--- src/rtl/alu_seq.sv ---
// alu_seq: accumulator/E-register ALU with single-cycle ops plus
// multi-cycle MUL (shift-add) and ROR (one-bit-per-cycle rotate).
// Ports: clk, rst_n (async active-low); start/code/dr launch an op,
//        load_ac/ac_in load AC in IDLE; ac/e state, busy/done/zero status.
module alu_seq #(
  parameter int WIDTH = 16,
  parameter int CNT_W = 5
) (
  input  logic             clk,
  input  logic             rst_n,
  input  logic             start,
  input  logic [3:0]       code,
  input  logic [WIDTH-1:0] dr,
  input  logic             load_ac,
  input  logic [WIDTH-1:0] ac_in,
  output logic [WIDTH-1:0] ac,
  output logic             e,
  output logic             busy,
  output logic             done,
  output logic             zero
);

  typedef enum logic {IDLE, RUN} state_t;

  state_t             state, state_nxt;
  logic               is_mul, is_mul_nxt;
  logic [CNT_W-1:0]   cnt, cnt_nxt;
  logic [2*WIDTH-1:0] prod, prod_nxt;
  logic [2*WIDTH-1:0] mcand, mcand_nxt;
  logic [WIDTH-1:0]   mplier, mplier_nxt;
  logic [WIDTH-1:0]   ac_nxt;
  logic               e_nxt, done_nxt;

  logic [WIDTH:0]     sum_add, sum_sub, sum_inc;
  logic [2*WIDTH-1:0] mul_acc;
  logic [CNT_W-1:0]   ror_n;

  assign sum_add = {1'b0, ac} + {1'b0, dr};
  assign sum_sub = {1'b0, ac} + {1'b0, ~dr} + {{WIDTH{1'b0}}, 1'b1};
  assign sum_inc = {1'b0, ac} + {{WIDTH{1'b0}}, 1'b1};
  // Partial product for the current step: multiplicand is pre-shifted left
  // once per step, so only the multiplier LSB is examined.
  assign mul_acc = prod + (mplier[0] ? mcand : '0);
  assign ror_n   = CNT_W'(32'(dr) % 32'(WIDTH));

  assign busy = (state == RUN);
  assign zero = (ac == '0);

  always_ff @(posedge clk or negedge rst_n) begin
    if (!rst_n) begin
      state  <= IDLE;
      is_mul <= 1'b0;
      cnt    <= '0;
      prod   <= '0;
      mcand  <= '0;
      mplier <= '0;
      ac     <= '0;
      e      <= 1'b0;
      done   <= 1'b0;
    end else begin
      state  <= state_nxt;
      is_mul <= is_mul_nxt;
      cnt    <= cnt_nxt;
      prod   <= prod_nxt;
      mcand  <= mcand_nxt;
      mplier <= mplier_nxt;
      ac     <= ac_nxt;
      e      <= e_nxt;
      done   <= done_nxt;
    end
  end

  always_comb begin
    state_nxt  = state;
    is_mul_nxt = is_mul;
    cnt_nxt    = cnt;
    prod_nxt   = prod;
    mcand_nxt  = mcand;
    mplier_nxt = mplier;
    ac_nxt     = ac;
    e_nxt      = e;
    done_nxt   = 1'b0;
    case (state)
      IDLE: begin
        if (start) begin
          done_nxt = 1'b1;
          case (code)
            4'd0:  ac_nxt = ac & dr;
            4'd1:  {e_nxt, ac_nxt} = sum_add;
            4'd2:  ac_nxt = dr;
            4'd3:  ac_nxt = ~ac;
            4'd4:  e_nxt = ~e;
            4'd5:  {ac_nxt, e_nxt} = {e, ac};
            4'd6:  {e_nxt, ac_nxt} = {ac, e};
            4'd7:  {e_nxt, ac_nxt} = sum_inc;
            4'd8:  ac_nxt = '0;
            4'd9:  e_nxt = 1'b0;
            4'd10: {e_nxt, ac_nxt} = sum_sub;
            4'd11: begin
              mcand_nxt  = {{WIDTH{1'b0}}, ac};
              mplier_nxt = dr;
              prod_nxt   = '0;
              cnt_nxt    = CNT_W'(WIDTH);
              is_mul_nxt = 1'b1;
              state_nxt  = RUN;
              done_nxt   = 1'b0;
            end
            4'd12: begin
              // A zero rotate amount completes immediately like a NOP.
              if (ror_n != '0) begin
                cnt_nxt    = ror_n;
                is_mul_nxt = 1'b0;
                state_nxt  = RUN;
                done_nxt   = 1'b0;
              end
            end
            default: ;
          endcase
        end else if (load_ac) begin
          ac_nxt = ac_in;
        end
      end
      RUN: begin
        cnt_nxt = cnt - CNT_W'(1);
        if (is_mul) begin
          prod_nxt   = mul_acc;
          mcand_nxt  = mcand << 1;
          mplier_nxt = mplier >> 1;
          if (cnt == CNT_W'(1)) begin
            ac_nxt = mul_acc[WIDTH-1:0];
            e_nxt  = |mul_acc[2*WIDTH-1:WIDTH];
          end
        end else begin
          ac_nxt = {ac[0], ac[WIDTH-1:1]};
        end
        if (cnt == CNT_W'(1)) begin
          done_nxt  = 1'b1;
          state_nxt = IDLE;
        end
      end
      default: state_nxt = IDLE;
    endcase
  end

endmodule

--- config.mk ---
export PLATFORM = sky130hd
export DESIGN_NAME = alu_seq
export DESIGN_NICKNAME = d
export VERILOG_FILES = /design/src/rtl/alu_seq.sv
export SDC_FILE = /design/constraint.sdc
export NUM_CORES = 1
export LEC_CHECK = 0
export CAP_MARGIN = 30
export CORE_AREA = 5 5 126 128
export CTS_BUF_LIST = sky130_fd_sc_hd__clkbuf_8
export CTS_CLUSTER_DIAMETER = 100
export DETAILED_ROUTE_END_ITERATION = 6
export DIE_AREA = 0 0 131 133
export GPL_TIMING_DRIVEN = 0
export HOLD_SLACK_MARGIN = 0.03
export PLACE_DENSITY_LB_ADDON = 0.08
export SYNTH_ARGS = -nofsm -noshare
export SYNTH_HDL_FRONTEND = slang
export SYNTH_SLANG_ARGS = --single-unit
--- constraint.sdc ---
create_clock -name clk -period 4.6 [get_ports clk]
set_input_delay 0.46 -clock clk [delete_from_list [all_inputs] [get_ports clk]]
set_output_delay 0.46 -clock clk [all_outputs]
set_load 0.1 [all_outputs]
==> results.cfg, run 1 <==
[sta]
fin_skew_ns = 0.0338
fmax_mhz = 246
grt_setup_unrepaired = no
finalCritPeriodShare_pct = 88.2
setup_viol = 0
maxSlewHeadroom_pct = 33.5
drv_slew = 0
hold_viol_final = 0
fin_crit_ns = 4.06
worst_pin_slew_ns = 0.989

[route]
via_per_inst = 6.85
ant_nets = 0
vias = 10400
drt-total-wl_um = 33200
drtPass1Iterations = 7
wire_per_inst_um = 21.9
drt_first_iter_violations = 1157
drc = 0

[power]
p_int_uw = 2870
p_per_area_nw_per_um2 = 620
switching_share_pct = 56.2
ir_drop_mv = 0.457
leakage_uw = 0.00460
power.switching_uw = 3680
power_uw = 6560
sequentialPowerShare_pct = 25.2
power_frac_clock_pct = 9.4
power_frac_comb_pct = 65.3

[clock_tree]
path_clk_slew_ns = 0.14
numCtsBuffers = 9
cts_sinks = 105
ctsRootBufferMaster = clkbuf_8
clockBufferDepth = 2
clock_insertion_delay_worst_skew_ns = 0.41
cts-resized-gates = 0
cts_setup_buffers = 0
cts_tree = done
cts_max_level = 3
holdBufCountCts = 0

[place]
post-dp-hpwl_um = 25800
io_buffers = 56
dp_cells = 1503
gp_congestion = 1.01

[layout]
nets = 1436
layout_common_cells = nand2_1, o21ai_0, dfrtp_1, a21oi_1, clkbuf_1
final_common_cell = nand2_1
drive_above_1_share_pct = 2.78
instances_no_fill = 1519
diodes = 0
areaGrowthSynthToFinish_pct = 10.8

[synthesis]
synthArstFlopShare_pct = 100
synthFlopType = dfrtp_1
syn_area_per_cell_um2 = 7.58
synth_edf_count = 0
synth_nets = 1368
synth-seq-cells = 105
synthCells = 1258
ys_types = 73
ys_seq_area_share_pct = 27.6
yosys_warnings = 0
synthesis.area_um2 = 9530

[global_routing]
grt_max_degree = 58
grt_pass1_vias = 10000
grt_pass1_wl_um = 52400
antenna_found_initial = 0
grt_use_met3_pct = 6.26
top_usage_layer = met2
grt_util_met2_pct = 63.7
track_usage_pct = 38.1
gr-usage-met1_pct = 46.8
grt_overflow = 0

[floorplanning]
ios = 60
start_util_pct = 64.6
num_rows = 45
coreArea_um2 = 14800
dieArea_um2 = 17400
fp.dieW_um = 131
die_y_um = 133

[setup_path]
r2r_slack_ns = 0.54
crit_path_max_incr_delay_ns = 0.75
crit_path_end_kind = register
worstPathMaxFanout = 10
crit_chain = inv_1 -> ha_1 -> inv_1 -> fa_1 -> a21o_1 -> nand2_1 -> o21ai_0 -> a2111oi_0 -> nor2_1 -> mux2i_1 -> o2111ai_1 -> a211oi_1 -> o221ai_1
crit_path_top_delay_cell = a2111oi_0
cp.required_ns = 4.86
cp_num_buf_inv = 2
critical-path-top-delay-family = compound AO/OA/AOI/OAI gates
reg2regPathDepth = 13
worstReg2RegEnd = ac[14]
criticalPathCategory = reg -> reg
r2r_start = ac[0]
crit_path_frequent_cell = inv_1
cp-start-kind = register
crit_arrival_ns = 4.32

[outcome]
status = finished, final reports clean

[hold_path]
hold_path.class = in -> async

[flow_run]
drv_cap = 0
registers in the layout, indices dropped and copies added (netlist names):
name	flops
ac	16
busy	1
cnt	5
done	1
e	1
is_mul	1
mcand	32
mplier	16
prod	32
worst register-to-register path, cell delays in order (launching register included):
cell       delay [ns]
dfrtp_1          0.58
inv_1            0.25
ha_1             0.27
inv_1            0.08
fa_1             0.41
a21o_1           0.19
nand2_1          0.08
o21ai_0          0.30
a2111oi_0        0.76
nor2_1           0.15
mux2i_1          0.29
o2111ai_1        0.17
a211oi_1         0.23
o221ai_1         0.15
how the worst max path moves through the flow:
stage,start,to,slack [ns],depth (start not counted)
3_5_place_dp,dr[4],ac[14],0.31,13
3_3_place_gp,rst_n,prod[29],-1.03,1
2_1_floorplan,ac[0],ac[14],1.20,13
5_1_grt,mplier[0],e,0.35,12
6_report,ac[0],ac[14],0.54,13
4_1_cts,ac[0],ac[14],0.61,13
metrics by stage:
stage / worst slack, ns / util (%) / instance area, um^2 / TNS [ns] / hold WS (ns)
3_3_place_gp: -1.03 / 70.0 / 10300 / -106.60 / 0.462
3_5_place_dp: 0.310 / 70.2 / 10400 / 0 / 0.470
4_1_cts: 0.615 / 71.6 / 10600 / 0 / 0.101
6_report: 0.543 / 71.6 / 10600 / 0 / 0.0831
5_1_grt: 0.350 / 71.6 / 10600 / 0 / 0.135
2_1_floorplan: 1.20 / - / 9530 / 0 / 0.164
layer usage:
layer	wire, um	part of all wire, %	vias up
met1	12300	37	4919
li1	-	-	4651
met3	2740	8.2	183
met5	0	0	-
met2	16000	48	658
met4	2220	6.7	0
Yosys cell counts, types with 8 or more instances:
master / number / area share, %
nor4_1: 8 / 0.52
a31oi_1: 9 / 0.59
a21o_1: 13 / 1.0
nor2b_1: 11 / 0.72
inv_1: 49 / 1.9
a22oi_1: 12 / 0.94
a221oi_1: 10 / 0.92
a21oi_1: 98 / 5.1
nand2b_1: 12 / 0.79
o2111ai_1: 9 / 0.83
nand2_1: 198 / 7.8
xor2_1: 17 / 1.6
nand4_1: 13 / 0.85
nand3_1: 44 / 2.3
and2_1: 35 / 2.3
o211ai_1: 13 / 1.0
o21ai_0: 143 / 7.5
a211oi_1: 18 / 1.4
mux2i_1: 37 / 3.9
nor3_1: 23 / 1.2
dfrtp_1: 105 / 28
nor2_1: 79 / 3.1
ha_1: 67 / 8.8
clkbuf_1: 80 / 3.1
xnor2_1: 29 / 2.7
o221ai_1: 14 / 1.3
power by group through the flow:
stage	combinational [uW]	sequential (uW)	clock, uW
2_1_floorplan	2500	2070	0
6_report	4280	1650	617
3_3_place_gp	4040	1630	0
5_1_grt	4600	1690	641
3_5_place_dp	4150	1650	0
4_1_cts	4180	1630	608
kinds of logic (layout without fill, tap and decap cells):
family                     after synthesis  in the layout  share of synthesized area (%)
DFF                                    105            105                           27.6
AOI/OAI and AO/OA                      400            400                           26.7
muxes                                   40             40                           4.24
and+or+nand+nor                        458            458                           22.3
xor gates and xnor gates                46             46                           4.23
buffers and inverters                  139            212                           5.51
adders and majority gates               70             70                           9.42
area by class of cell:
cell class                      instances  area [um^2]
Sequential cell                       105         2630
Buffer                                 90          342
Multi-Input combinational cell       1014         6380
Timing Repair Buffer                   57          586
Fill cell                            1177         4180
Clock buffer                            9          124
Inverter                               49          184
Tap cell                              188          235
Clock inverter                          7         88.8
(Power assumes the default switching activity.)
==> inputs of run 2 (changes only) <==
--- a/config.mk
+++ b/config.mk
@@ -6,11 +6,11 @@
 export NUM_CORES = 1
 export LEC_CHECK = 0
 export CAP_MARGIN = 30
-export CORE_AREA = 5 5 126 128
+export CORE_AREA = 5 5 132 122
 export CTS_BUF_LIST = sky130_fd_sc_hd__clkbuf_8
 export CTS_CLUSTER_DIAMETER = 100
 export DETAILED_ROUTE_END_ITERATION = 6
-export DIE_AREA = 0 0 131 133
+export DIE_AREA = 0 0 137 127
 export GPL_TIMING_DRIVEN = 0
 export HOLD_SLACK_MARGIN = 0.03
 export PLACE_DENSITY_LB_ADDON = 0.08
==> results.cfg, run 2 (synthesis results as in run 1) <==
[setup_path]
worstReg2RegEnd = ac[14]
worstPathMaxFanout = 10
crit_arrival_ns = 4.26
cp-start-kind = register
r2r_start = ac[0]
r2r_slack_ns = 0.59
cp.required_ns = 4.85
reg2regPathDepth = 13
startpoint = ac[0]
criticalPathCategory = reg -> reg
crit_path_end_kind = register

[sta]
worst_pin_slew_ns = 1.13
finalCritPeriodShare_pct = 87.2
setup_viol = 0
fmax_mhz = 249
fin_skew_ns = 0.0128
grt_setup_unrepaired = no
maxSlewHeadroom_pct = 24.1
hold_viol_final = 0
drv_slew = 0
fin_crit_ns = 4.01

[outcome]
violations = DRC
status = finished with violations

[layout]
drive_above_1_share_pct = 2.85
diodes = 0
final_util_pct = 73.4
final_common_cell = nand2_1
layout_common_cells = nand2_1, o21ai_0, dfrtp_1, a21oi_1, clkbuf_1
nets = 1438
top_regs = mcand x32, prod x32
areaGrowthSynthToFinish_pct = 11.2
instances_no_fill = 1531
design_area_um2 = 10600

[place]
dp_cells = 1514
io_buffers = 56
place_area_um2 = 10400
post-dp-hpwl_um = 24200
gp_congestion = 1.05

[power]
power_uw = 6540
leakage_uw = 0.00461
p_per_area_nw_per_um2 = 616
ir_drop_mv = 0.467

[global_routing]
track_usage_pct = 36.2
grt_use_met3_pct = 8.65
grt_max_degree = 73
antenna_found_initial = 0
grt_pass1_vias = 9129
grt_overflow = 0
gr-usage-met1_pct = 56.2
grt_util_met2_pct = 50.4
top_usage_layer = met1
grt_pass1_wl_um = 49800

[floorplanning]
start_util_pct = 66.0
num_rows = 42
dieArea_um2 = 17400
coreArea_um2 = 14500
die_y_um = 127
ios = 60
fp.dieW_um = 137

[route]
drt-total-wl_um = 31800
drt_first_iter_violations = 1520
via_per_inst = 6.73
vias = 10300
drc = 1
wire_per_inst_um = 20.8
ant_nets = 0
drtPass1Iterations = 7

[flow_run]
drv_cap = 0

[clock_tree]
clockBufferDepth = 2
path_clk_slew_ns = 0.12
cts_setup_buffers = 0
cts-resized-gates = 0
cts_sinks = 105
ctsRootBufferMaster = clkbuf_8
numCtsBuffers = 9
clock_insertion_delay_worst_skew_ns = 0.40
cts_tree = done
cts_max_level = 3

[hold_path]
whs_endpoint = mplier[10]
hold_path.class = reg -> reg
hold_depth = 2
hp-start = mplier[10]
## run 2: cell count changes in the layout (fill, tap and decap cells not counted), sizes merged
cell           before  now
bufinv              0    1
dlygate4sd3         0    1
clkinv              3    2
clkdlybuf4s18       0    1
## run 2: worst max-delay path, stage by stage (launching register included)
cell	delay, ns
dfrtp_1	0.57
inv_1	0.23
ha_1	0.25
inv_1	0.08
fa_1	0.43
a21o_1	0.18
nand2_1	0.10
o21ai_0	0.32
a2111oi_0	0.74
nor2_1	0.14
mux2i_1	0.18
o2111ai_1	0.16
a211oi_1	0.29
o221ai_1	0.18
## run 2: worst max-delay path by stage
stage	cells after the start	endpoint	slack [ns]
floorplan	13	ac[14]	1.20
global placement	1	prod[26]	-1.05
detailed placement	13	ac[14]	0.38
CTS	13	ac[14]	0.72
global route	13	ac[14]	0.48
finish	13	ac[14]	0.59
## run 2: layout make-up
cell class / count / area (um^2)
Fill cell: 1197 / 3850
Buffer: 90 / 342
Clock buffer: 9 / 124
Inverter: 49 / 184
Clock inverter: 7 / 92.6
Timing Repair Buffer: 59 / 606
Sequential cell: 105 / 2630
Tap cell: 198 / 248
Multi-Input combinational cell: 1014 / 6380
## run 2: power breakdown
group	switching [uW]	total (uW)	leakage [uW]	internal (uW)
sequential	338	1630	0.00136	1290
combinational	2900	4260	0.00314	1360
clock	381	648	0.000109	267
total	3620	6540	0.00461	2920
## run 2: stage by stage
stage / TNS (ns) / hold WS, ns / setup WS [ns]
global route: 0 / 0.513 / 0.482
finish: 0 / 0.497 / 0.591
detailed placement: 0 / 0.457 / 0.382
CTS: 0 / 0.498 / 0.715
floorplan: 0 / 0.164 / 1.20
global placement: -109.11 / 0.464 / -1.05
## run 2: metal layers
| metal | share of wire (%) | up-vias | wire [um] |
|---|---|---|---|
| met5 | 0 | - | 0 |
| met4 | 2.8 | 0 | 886 |
| met3 | 15 | 91 | 4680 |
| met2 | 40 | 779 | 12900 |
| met1 | 42 | 4760 | 13400 |
| li1 | - | 4672 | - |
## run 2: what timing repair did
item                                    in CTS  in global routing
hold buffers                                 1                  0
hold endpoints to repair                    10                  0
endpoints found under the setup margin       0                  0
